$ cat src/rtl/mult_div.sv
// Multi-cycle MIPS MULT/MULTU/DIV/DIVU unit feeding the HI/LO register pair.
// Define MULT_DIV_FAST_MUL_EN to replace the 32-step multiply with a single-cycle multiplier.
module mult_div (
  input  logic        clk,
  input  logic        rst,
  input  logic        start,
  input  logic [1:0]  op,
  input  logic [31:0] src_a,
  input  logic [31:0] src_b,
  input  logic        flush,
  output logic        busy,
  output logic        write_en,
  output logic [31:0] hi_o,
  output logic [31:0] lo_o
);

  localparam int unsigned W  = 32;
  localparam int unsigned CW = 5;

  typedef enum logic [1:0] {IDLE, MUL, DIV, DONE} state_t;

  state_t          state;
  logic            is_div;
  logic            neg_res;
  logic            neg_rem;
  logic [W-1:0]    opnd;
  logic [W-1:0]    acc_hi;
  logic [W-1:0]    acc_lo;
  logic [CW-1:0]   cnt;

  // Operand sign extraction and magnitudes (unsigned ops never negate)
  logic            sign_a, sign_b;
  logic [W-1:0]    abs_a, abs_b;

  assign sign_a = ~op[0] & src_a[W-1];
  assign sign_b = ~op[0] & src_b[W-1];
  assign abs_a  = sign_a ? W'(-src_a) : src_a;
  assign abs_b  = sign_b ? W'(-src_b) : src_b;

  // Shift-add multiply step: multiplicand in opnd, multiplier shifts out of acc_lo
  logic [W:0]      mul_sum;
  logic [W-1:0]    mul_hi, mul_lo;

  assign mul_sum = {1'b0, acc_hi} + (acc_lo[0] ? {1'b0, opnd} : (W+1)'(0));
  assign mul_hi  = mul_sum[W:1];
  assign mul_lo  = {mul_sum[0], acc_lo[W-1:1]};

  // Restoring divide step: remainder in acc_hi, dividend/quotient in acc_lo
  logic [W:0]      div_sh, div_diff;
  logic            div_ge;
  logic [W-1:0]    div_hi, div_lo;

  assign div_sh   = {acc_hi, acc_lo[W-1]};
  assign div_diff = div_sh - {1'b0, opnd};
  assign div_ge   = ~div_diff[W];
  assign div_hi   = div_ge ? div_diff[W-1:0] : div_sh[W-1:0];
  assign div_lo   = {acc_lo[W-2:0], div_ge};

  logic [W-1:0]    step_hi, step_lo;

  assign step_hi = is_div ? div_hi : mul_hi;
  assign step_lo = is_div ? div_lo : mul_lo;

  // Sign fixup applied to the final step's result on the way into DONE
  logic [2*W-1:0]  prod_fix;
  logic [W-1:0]    fin_hi, fin_lo;

  assign prod_fix = neg_res ? (2*W)'(-{step_hi, step_lo}) : {step_hi, step_lo};
  assign fin_lo   = is_div ? (neg_res ? W'(-step_lo) : step_lo) : prod_fix[W-1:0];
  assign fin_hi   = is_div ? (neg_rem ? W'(-step_hi) : step_hi) : prod_fix[2*W-1:W];

`ifdef MULT_DIV_FAST_MUL_EN
  logic [2*W-1:0]  fast_prod, fast_fix;

  assign fast_prod = {{W{1'b0}}, abs_a} * {{W{1'b0}}, abs_b};
  assign fast_fix  = (sign_a ^ sign_b) ? (2*W)'(-fast_prod) : fast_prod;
`endif

  assign busy     = ~rst & (((state == IDLE) & start & ~flush) | (state == MUL) | (state == DIV));
  assign write_en = ~rst & (state == DONE) & ~flush;

  always_ff @(posedge clk or posedge rst) begin
    if (rst) begin
      state   <= IDLE;
      is_div  <= 1'b0;
      neg_res <= 1'b0;
      neg_rem <= 1'b0;
      opnd    <= '0;
      acc_hi  <= '0;
      acc_lo  <= '0;
      cnt     <= '0;
      hi_o    <= '0;
      lo_o    <= '0;
    end else begin
      case (state)
        IDLE: begin
          if (start && !flush) begin
            is_div  <= op[1];
            neg_res <= sign_a ^ sign_b;
            neg_rem <= sign_a;
            cnt     <= '0;
            acc_hi  <= '0;
            if (op[1]) begin
              if (src_b == '0) begin
                hi_o  <= src_a;
                lo_o  <= '1;
                state <= DONE;
              end else begin
                opnd   <= abs_b;
                acc_lo <= abs_a;
                state  <= DIV;
              end
            end else begin
`ifdef MULT_DIV_FAST_MUL_EN
              {hi_o, lo_o} <= fast_fix;
              state        <= DONE;
`else
              opnd   <= abs_a;
              acc_lo <= abs_b;
              state  <= MUL;
`endif
            end
          end
        end
        MUL, DIV: begin
          if (flush) begin
            state <= IDLE;
          end else begin
            acc_hi <= step_hi;
            acc_lo <= step_lo;
            cnt    <= cnt + CW'(1);
            if (cnt == CW'(W-1)) begin
              hi_o  <= fin_hi;
              lo_o  <= fin_lo;
              state <= DONE;
            end
          end
        end
        DONE: state <= IDLE;
        default: state <= IDLE;
      endcase
    end
  end

endmodule

$ cat config.mk
export PLATFORM = sky130hd
export DESIGN_NAME = mult_div
export DESIGN_NICKNAME = d
export VERILOG_FILES = /design/src/rtl/mult_div.sv
export SDC_FILE = /design/constraint.sdc
export NUM_CORES = 1
export LEC_CHECK = 0
export ABC_CLOCK_PERIOD_IN_PS = 8400
export CORE_MARGIN = 2
export CORE_UTILIZATION = 35
export CTS_BUF_LIST = sky130_fd_sc_hd__clkbuf_16
export CTS_CLUSTER_DIAMETER = 50
export CTS_CLUSTER_SIZE = 8
export DETAILED_ROUTE_END_ITERATION = 10
export HOLD_SLACK_MARGIN = 0.05
export PLACE_DENSITY = 0.63
export SKIP_LAST_GASP = 1
export SLEW_MARGIN = 15
export SYNTH_ARGS = -nofsm -noshare
export SYNTH_HDL_FRONTEND = slang
export SYNTH_SLANG_ARGS = --single-unit
$ cat constraint.sdc
create_clock -name clk -period 8.4 [get_ports clk]
set_clock_uncertainty 0.15 [all_clocks]
set_input_delay 1.68 -clock clk [delete_from_list [all_inputs] [get_ports clk]]
set_output_delay 1.68 -clock clk [all_outputs]
set_load 0.1 [all_outputs]
* After elaboration in Yosys (flattened, before gate mapping)
Cells that the tools add are included.
** Storage, ports and cells
- Register bits :: 170
- Input port bits :: 70
- Output and inout bits :: 66
- Logic and storage cells :: 98
** Operators by class
- Add/sub/neg operators :: 8
- Equality and inequality tests :: 12
- Muxes and demuxes :: 42
- Bitwise gates (word level) :: 14
- Reductions and logical operators :: 12
** Operators with widths (number)
- 32-bit 2-to-1 mux :: 28
- 32-bit one-hot mux with 2 select lines :: 4
- 32-bit negator :: 4
- 64-bit 2-to-1 mux :: 1
- 64-bit negator :: 1
- 32-bit by 32-bit adder with 33-bit output :: 1
- 33-bit by 32-bit subtractor with 33-bit output :: 1
- 32-bit zero test :: 1
- 5-bit 2-to-1 mux :: 2
- 5-bit one-hot mux with 2 select lines :: 1
- 2-bit 2-to-1 mux :: 4
- 2-bit != test, second input constant :: 4
- 1-bit AND :: 7
- 3-bit != test, second input constant :: 2
- 2-bit one-hot mux with 3 select lines :: 1
- 3-bit AND reduction :: 2
- 6-bit AND reduction :: 1
- 5-bit by 1-bit adder with 5-bit output, second input constant :: 1
- 5-bit equality test, second input constant :: 1
- 2-bit equality test, second input constant :: 2
- 2-bit by 1-bit != test with 1-bit output, second input constant :: 2
- 1-bit NOT :: 4
- 2-bit AND reduction :: 2
- 4-bit AND reduction :: 1
- 9 further kinds :: 10

* Logic depth before layout (Yosys ltp)
- Depth in word-level cells :: 9
- Mapped depth :: 25
- Mapped depth without buffers :: 22

* Least setup slack after synthesis
OpenSTA, ideal clock, no wires.
- Path type :: input port to output port
- From :: input rst
- To :: output write_en
- Data arrival time :: 6.326 ns
- Path slack :: 0.244 ns
- Stages :: 2
- Path buffers :: 0
- Path through :: inv_1 and3_1
** Between the ends
- Cells in the longest elaborated chain, start to end :: 3
** Ends and longest elaborated chain
- start, declared :: RTL line 5 : input logic rst,
- 1-bit NOT :: RTL line 80 : assign write_en = ~rst & (state == DONE) & ~flush;
- 1-bit AND (2 in series) :: RTL line 80
- end, declared :: RTL line 12 : output logic write_en,
No other way between the ends.

* Worst setup path after layout
- From :: register acc_lo[31]
- To :: register hi_o[22]
** Between the ends
- Cells in the longest elaborated chain, start to end :: 9
- Elaborated cells between the ends (all ways) :: 13
** Ends and longest elaborated chain
- start, declared :: RTL line 28 : logic [W-1:0] acc_lo;
- start signal, assigned :: RTL line 110 : acc_lo <= abs_a;
- start signal, assigned :: RTL line 119 : acc_lo <= abs_b;
- start signal, assigned :: RTL line 130 : acc_lo <= step_lo;
- 33-bit by 32-bit subtractor with 33-bit output :: RTL line 54 : assign div_diff = div_sh - {1'b0, opnd};
- 32-bit 2-to-1 mux / 1-bit NOT (equally long branches) :: RTL line 56, 55
- 32-bit 2-to-1 mux, on equally long branches :: RTL line 61, 62
- 64-bit negator / 32-bit negator (equally long branches) :: RTL line 68, 70
- 64-bit 2-to-1 mux / 32-bit 2-to-1 mux (equally long branches) :: RTL line 68, 70
- 32-bit 2-to-1 mux (*) :: RTL line 70 : assign fin_hi = is_div ? (neg_rem ? W'(-step_hi) : step_hi) : prod_fix[2*W-1:W];
- 32-bit 2-to-1 mux (*) :: RTL line 132 : if (cnt == CW'(W-1)) begin
- 32-bit 2-to-1 mux (*) :: RTL line 126 : if (flush) begin
- 32-bit one-hot mux with 2 select lines (*) :: RTL line 95 : case (state)
- end signal, assigned :: RTL line 105 : hi_o <= src_a;
- end signal, assigned :: RTL line 133 : hi_o <= fin_hi;
- end, declared :: RTL line 13 : output logic [31:0] hi_o,
Every way passes the cells marked *; elsewhere a longest branch is shown, timed or not. The select of a mux whose other input is x is not followed.
A chain may end at the register's enable or synchronous reset.

==> impl_metrics.env <==
export IMPL_path_max_fanout=19
export IMPL_clkTransAtPathRegs_ns=0.08
export IMPL_synth_edf_count=0
export IMPL_status="finished, final reports clean"
export IMPL_synth_distinct_cells=88
export IMPL_reg2regPathDepth=23
export IMPL_worstSetupEndpointType="flop"
export IMPL_post_cts_buffers=0
export IMPL_holdWs_ns=0.337
export IMPL_vias=15901
export IMPL_drtPass1Iterations=6
export IMPL_crit_slowest_cell="a221o_1"
export IMPL_grt_max_degree=102
export IMPL_holdPathStages=2
export IMPL_synthArstFlopShare_pct=100
export IMPL_path_class="reg -> reg"
export IMPL_stdcell_count=2733
export IMPL_cp_top_family="compound AO/OA/AOI/OAI gates"
export IMPL_first_iter_violations=1227
export IMPL_postSynthNetCount=2211
export IMPL_num_rows=77
export IMPL_arrival_ns=6.74
export IMPL_numCtsBuffers=17
export IMPL_max_stage_delay_ns=0.43
export IMPL_drive_above_1_share_pct=5.28
export IMPL_place_inst=2701
export IMPL_h_tree_depth=4
export IMPL_hold_buffers=0
export IMPL_io_pins=136
export IMPL_path_buf_inv=4
export IMPL_max_slew_margin_pct=27.9
export IMPL_wl_mm=57.4
export IMPL_crit_chain="inv_1 -> ha_1 -> inv_1 -> fa_1 -> a21o_1 -> a221o_1 -> o21ai_2 -> a31o_1 -> and2_1 -> buf_4 -> o31ai_1 -> inv_1 -> ha_1 -> nand2_1 -> nor4_1 -> o21ai_0 -> nor3_1 -> nand3_1 -> o21ai_0 -> o21ai_0 -> a21oi_1 -> xor2_1 -> a221oi_1"
export IMPL_ys_flop_type="dfrtp_1"
export IMPL_routedWlPerCell_um=21.0
export IMPL_gp_congestion=0.969
export IMPL_yosysSeqAreaShare_pct=27.2
export IMPL_postRouteAntennaNets=0
export IMPL_finalCritPeriodShare_pct=78.6
export IMPL_grt_util_all_layers_pct=24.5
export IMPL_drc_errors=0
export IMPL_path_depth=23
export IMPL_syn2layout_area_growth_pct=15.6
export IMPL_dieArea_sq_um=46500
export IMPL_drv_slew=0
export IMPL_r2r_start="acc_lo[31]"
export IMPL_fp_dieH_um=216
export IMPL_portBuffers=135
export IMPL_clk_latency_ns=0.47
export IMPL_design_core_area_sq_um=44200
export IMPL_ys_warn_count=0
export IMPL_maxCapViolCount=0
export IMPL_synthesis_area_sq_um=15700
export IMPL_yosysMostFrequentCell="a21oi_1"
export IMPL_rsz0062_at_grt="false"
export IMPL_fin_crit_ns=6.60
export IMPL_r2r_end="hi_o[22]"
export IMPL_worstHoldStart="hi_o[3]"
export IMPL_synth_commonest_cells="232 x a21oi_1, 231 x nand2_1, 207 x nor2_1"
export IMPL_grt_pass1_vias=14977
export IMPL_report_final_setup_viol=0
export IMPL_viasPerCell=5.82
export IMPL_syn_area_per_cell_sq_um=7.59
export IMPL_clockBufferDepth=2
export IMPL_setup_tns_ns=0
export IMPL_synthCells=2064
export IMPL_start_util_pct=35.4
export IMPL_grt_first_pass_wirelength_mm=88.6
export IMPL_cts_tree="built"
export IMPL_dp_hpwl_mm=45.1
export IMPL_cts_resized=0
export IMPL_placed_area_sq_um=17500
export IMPL_die_w_um=216
export IMPL_r2r_slack_ns=1.80
export IMPL_grt_ovfl_total=0
export IMPL_final_nets=2275
export IMPL_hold_path_class="reg -> reg"
export IMPL_grt_antenna_before_repair=0
export IMPL_synth_top_area_share_pct=27.2
export IMPL_synth_top_area_cell="dfrtp_1"
export IMPL_finalInstanceArea_sq_um=18100
export IMPL_clock_sinks=170
export IMPL_ys_seq_elements=170
export IMPL_hold_viol=0
export IMPL_root_buffer="clkbuf_16"
export IMPL_timing_fmax_mhz=151
export IMPL_worstMarginPinSlew_ns=1.08
export IMPL_critPathRequiredTime_ns=8.54
export IMPL_cp_start_kind="flop"
export IMPL_hold_end="hi_o[3]"
export IMPL_yosys_top_cells_area="dfrtp_1 27%, a21oi_1 7.4%, ha_1 6.0%"
layer usage:
metal	share of wire, %	GRT usage, %	vias to the layer above	wire [um]
li1	-	-	7582	-
met1	44	33.0	7632	25400
met2	45	39.1	600	25800
met3	6.9	4.03	87	3950
met4	4.0	10.3	0	2280
met5	0	0	-	0
registers in the layout, indices dropped and copies added, names as in the netlist:
signal / flops
acc_hi: 32
acc_lo: 32
cnt: 5
hi_o: 32
is_div: 1
lo_o: 32
neg_rem: 1
neg_res: 1
opnd: 32
state: 2
kinds of logic (layout without fill, tap and decap cells):
logic type,Yosys count,count (layout),share of synthesized area (%)
xor+xnor,151,151,8.44
flops,170,170,27.2
fa+ha+maj,77,77,6.25
compound gates,684,684,27.1
buf+inv,197,273,4.97
simple gates,717,717,21.6
mux,68,68,4.48
other cells,0,1,0
worst register-to-register path: stages (launching register included):
cell and delay [ns]:
dfrtp_1 0.40, inv_1 0.19, ha_1 0.21, inv_1 0.05, fa_1 0.41, a21o_1 0.21
a221o_1 0.43, o21ai_2 0.22, a31o_1 0.25, and2_1 0.15, buf_4 0.30, o31ai_1 0.15
inv_1 0.24, ha_1 0.24, nand2_1 0.12, nor4_1 0.42, o21ai_0 0.38, nor3_1 0.32
nand3_1 0.35, o21ai_0 0.41, o21ai_0 0.21, a21oi_1 0.19, xor2_1 0.28, a221oi_1 0.13
placed cells by master, fill, tap and decap left out, drive strengths merged, types with 38 or more instances in the layout:
| master | n |
|---|---|
| a21oi | 232 |
| and2 | 44 |
| clkdlybuf4s50 | 134 |
| dfrtp | 170 |
| ha | 75 |
| inv | 84 |
| mux2i | 51 |
| nand2 | 232 |
| nand3 | 38 |
| nor2 | 208 |
| nor3 | 56 |
| o21ai | 197 |
| xnor2 | 107 |
| xor2 | 44 |
through the flow:
stage	worst slack [ns]	utilization, %
3_5_place_dp	1.37	39.7
5_1_grt	1.54	40.9
3_3_place_gp	1.55	39.7
6_report	1.80	41.0
2_1_floorplan	0.244	-
4_1_cts	1.84	40.9
cell type report:
type,instances,area (sq um)
clock inverters,14,138
inverters,77,294
flip-flops and latches,170,4260
repair buffers,165,1570
diodes,1,2.50
fillers,4513,26100
clock buffers,17,425
multi-input cells,1697,10700
well taps,592,741
worst max-delay path by stage:
stage,startpoint,end
3_3_place_gp,src_b[0],hi_o[24]
2_1_floorplan,rst,write_en
3_5_place_dp,src_b[0],hi_o[24]
4_1_cts,src_b[0],hi_o[24]
6_report,acc_lo[31],hi_o[22]
5_1_grt,src_b[0],hi_o[24]
Power is left out: the tool's default activity adds up to more than one toggle a clock period on the data nets, which glitch-free logic cannot reach.
==> variant 1 (same settings) <==
Register the output `write_en`, without a reset; this adds one clock of latency there. The other outputs are not delayed to match.
--- a/src/rtl/mult_div.sv
+++ b/src/rtl/mult_div.sv
@@ -79,3 +79,5 @@
   assign busy     = ~rst & (((state == IDLE) & start & ~flush) | (state == MUL) | (state == DIV));
-  assign write_en = ~rst & (state == DONE) & ~flush;
+  always_ff @(posedge clk) begin
+    write_en <= ~rst & (state == DONE) & ~flush;
+  end
 
Behaviour: not the same (Yosys sat finds a counterexample within 4 cycles, from zero or initial values and one cycle with rst high).
==> variant 1 against the unedited design <==
  * Design area rose by 0.39%
  * Critical path type is now in -> reg
  * Sequential cell count rose by 1
  * Die area rose by 0.13%
  * Register-to-register slack improved by 0.43 ns
  * Worst setup slack improved by 0.40 ns
  * Wire length rose by 2.1%
  * Highest routed layer is now met5
  * Synthesized area rose by 0.13%
  * Worst hold slack got worse by 0.0022 ns
Power is not shown: default switching activity piles up to over one toggle a cycle in this logic, so the estimate is an artifact.
==> variant 1: results (changes against the unedited design) <==
outcome completed; layout cells sized above 1 5.41% (+0.13 points); WL met2 26,300 um (+2.0%); M2 GR Usage 39.6% (+0.52 points); hpwl dp 45,400 um (+0.69%); met3 WL 4170 um (+5.5%); Layout Nets 2,277 (+0.088%); slowest CP cell nor4_1; met3 global-route usage 3.57% (-0.47 points); met1 usage 34.0% (+1.0 points); Area after DPL 17,600 sq um (+0.16%); GRT Overall Usage 24.9% (+0.36 points); CP max stage delay 0.69 ns (+0.26 ns); Syn Nets 2,212 (+0.045%); DR vias/cell 5.87 (+0.84%); Yosys cell types 89 (+1.1%); Critical path origin src_b[0]; DR iter-0 viols 1,464 (+19%); worst setup margin 2.19 ns (+0.395 ns); Filler cells 4,520 (+0.16%); max layer used met5; DP Worst Slack 1.77 ns (+0.404 ns); WL met1 25,900 um (+2.2%); slew margin rel. 27.2% (-0.69 points); Crit Path Max Fanout 20 (+1); fin cells 2,737 (+0.15%); number of global-route vias before repair 15,200 (+1.4%); DRT Wirelength 58,600 um (+2.1%); first-pass GRT wire length 90,000 um (+1.5%); Arr. time, crit path 6.42 ns (-0.32 ns); post-synthesis sequential area ratio 27.3% (+0.093 points); hold_sp cnt[4]; Synth Instances 2,065 (+0.048%); routability cong. 0.968 (-0.15%)
-- variant 1: cell count changes in the layout (fill, tap and decap cells not counted), sizes merged --
cell,before,now
bufinv,1,2
dfxtp,0,1
diode,1,2
buf,31,32
clkinv,5,2
inv,84,87
-- variant 1: kinds of logic after synthesis --
group / Yosys count / share of synthesized area (%)
flops: 171 / 27.3
compound gates: 684 / 27.1
xor+xnor: 151 / 8.43
simple gates: 717 / 21.6
buf+inv: 197 / 4.96
fa+ha+maj: 77 / 6.24
mux: 68 / 4.48
-- variant 1: area by class of cell --
class                           count  area, sq um  share of cell area, %
Tap cell                          592          741                   4.07
Timing Repair Buffer              166         1580                   8.70
Multi-Input combinational cell   1697        10700                   58.8
Inverter                           77          294                   1.62
Sequential cell                   171         4280                   23.5
Clock buffer                       17          425                   2.34
Antenna cell                        2         5.00                 0.0275
Clock inverter                     15          174                  0.957
==> variant 2 (same settings) <==
Without the edit above. Change the localparam `CW` from 5 to 6.
--- a/src/rtl/mult_div.sv
+++ b/src/rtl/mult_div.sv
@@ -17,3 +17,3 @@
   localparam int unsigned W  = 32;
-  localparam int unsigned CW = 5;
+  localparam int unsigned CW = 6;
 
Behaviour: same outputs for any inputs over 4 cycles, from zero or initial values and one cycle with rst high; that may be too few to reach the edited logic, so the function may still have changed.
==> variant 2 against the unedited design <==
  * Non-clock buffer count fell by 16
  * Wire length rose by 11%
  * Design area rose by 2.0%
  * Critical path type is now in -> out
  * Sequential cell count rose by 1
  * First-iteration DRC count rose by 75%
  * Worst hold slack improved by 0.0061 ns
  * Register-to-register slack improved by 0.87 ns
  * Worst setup slack improved by 0.74 ns
  * Synthesized area rose by 3.0%
Power is left out: the tool's default activity adds up to more than one toggle a clock period on the data nets, which glitch-free logic cannot reach.
==> variant 2: results (changes against the unedited design) <==
hold_sp hi_o[9]; Slew @ Worst Pin 1.12 ns (+0.0437 ns); reg2reg end hi_o[30]; largest net degree at the start of global routing 95 (-6.9%); GRT Overall Usage 26.5% (+2.0 points); routability cong. 1.00 (+3.2%); Worst Hold Path Cells 1 (-1); Yosys cell types 103 (+17%); Post-synth top cells nand2_1, a21oi_1, nor2_1, o21ai_0, dfrtp_1; post-synthesis sequential area ratio 26.5% (-0.63 points); Reg2Reg Depth 19 (-17%); Syn Nets 2,272 (+2.8%); DRT Pass-1 Iters 5 (-1); antenna cells 0 (-1); flop2flop setup slack 2.67 ns (+0.87 ns); hpwl dp 50,300 um (+11%); critical setup path kind in -> out; CP max stage delay 1.15 ns (+0.72 ns); Arr. time, crit path 4.04 ns (-2.70 ns); Synth Flop Type dfrtp_1; Crit Path Max Fanout 9 (-10); DR iter-0 viols 2,146 (+75%); initial antenna violation count 3 (+3); number of global-route vias before repair 15,300 (+2.0%); layout cells sized above 1 5.72% (+0.44 points); Filler cells 4,731 (+4.8%); Vias 16,600 (+4.7%); synth top area cells dfrtp_1, a21oi_1, o21ai_0, ha_1, xnor2_1; first-pass GRT wire length 95,500 um (+7.8%); outcome completed; slowest CP cell clkdlybuf4s50_1
[variant 2: cells by family after synthesis]
logic type	synth area share, %
mux	4.21
fa+ha+maj	5.99
flops	26.5
simple gates	22.5
compound gates	26.8
xor+xnor	8.80
buf+inv	5.19
[variant 2: worst max path at each step]
stage           endpoint  slack [ns]        from
3_3_place_gp    hi_o[31]        2.16    src_b[4]
4_1_cts             busy        2.54       flush
2_1_floorplan  acc_hi[0]        1.94         rst
6_report            busy        2.53       start
3_5_place_dp    opnd[28]        2.32    src_b[4]
5_1_grt         hi_o[30]        2.26  acc_lo[31]
[variant 2: routing by layer]
metal,vias to the layer above,GRT usage (%),wire (um)
met5,-,0,0
met4,0,7.55,1710
met3,92,5.57,5270
met2,688,40.2,28000
met1,8135,37.8,29000
li1,7732,-,-
[variant 2: cell type report]
class                      instances  area share [%]
multi-input combinational       1750            59.9
sequential                       171            23.2
timing repair buffer             149            7.87
tap                              600            4.07
clock buffer                      17            2.30
inverter                          84            1.73
clock inverter                    15           0.922
[variant 2: critical path, delay by kind of cell]
kind	cells	cell delay [ns]
buffers and inverters	2	1.70
and+or+nand+nor	2	0.48
AOI/OAI and AO/OA	1	0.17
[variant 2: metrics by stage]
stage	cell area [sq um]	instances	utilization, %	setup WS, ns	hold slack [ns]
floorplan	16100	2126	-	1.94	0.314
global placement	17900	2754	39.3	2.16	0.318
detailed placement	17900	2754	39.3	2.32	0.329
CTS	18500	2786	40.6	2.54	0.344
global route	18500	2786	40.6	2.26	0.365
finish	18500	2786	40.6	2.53	0.343
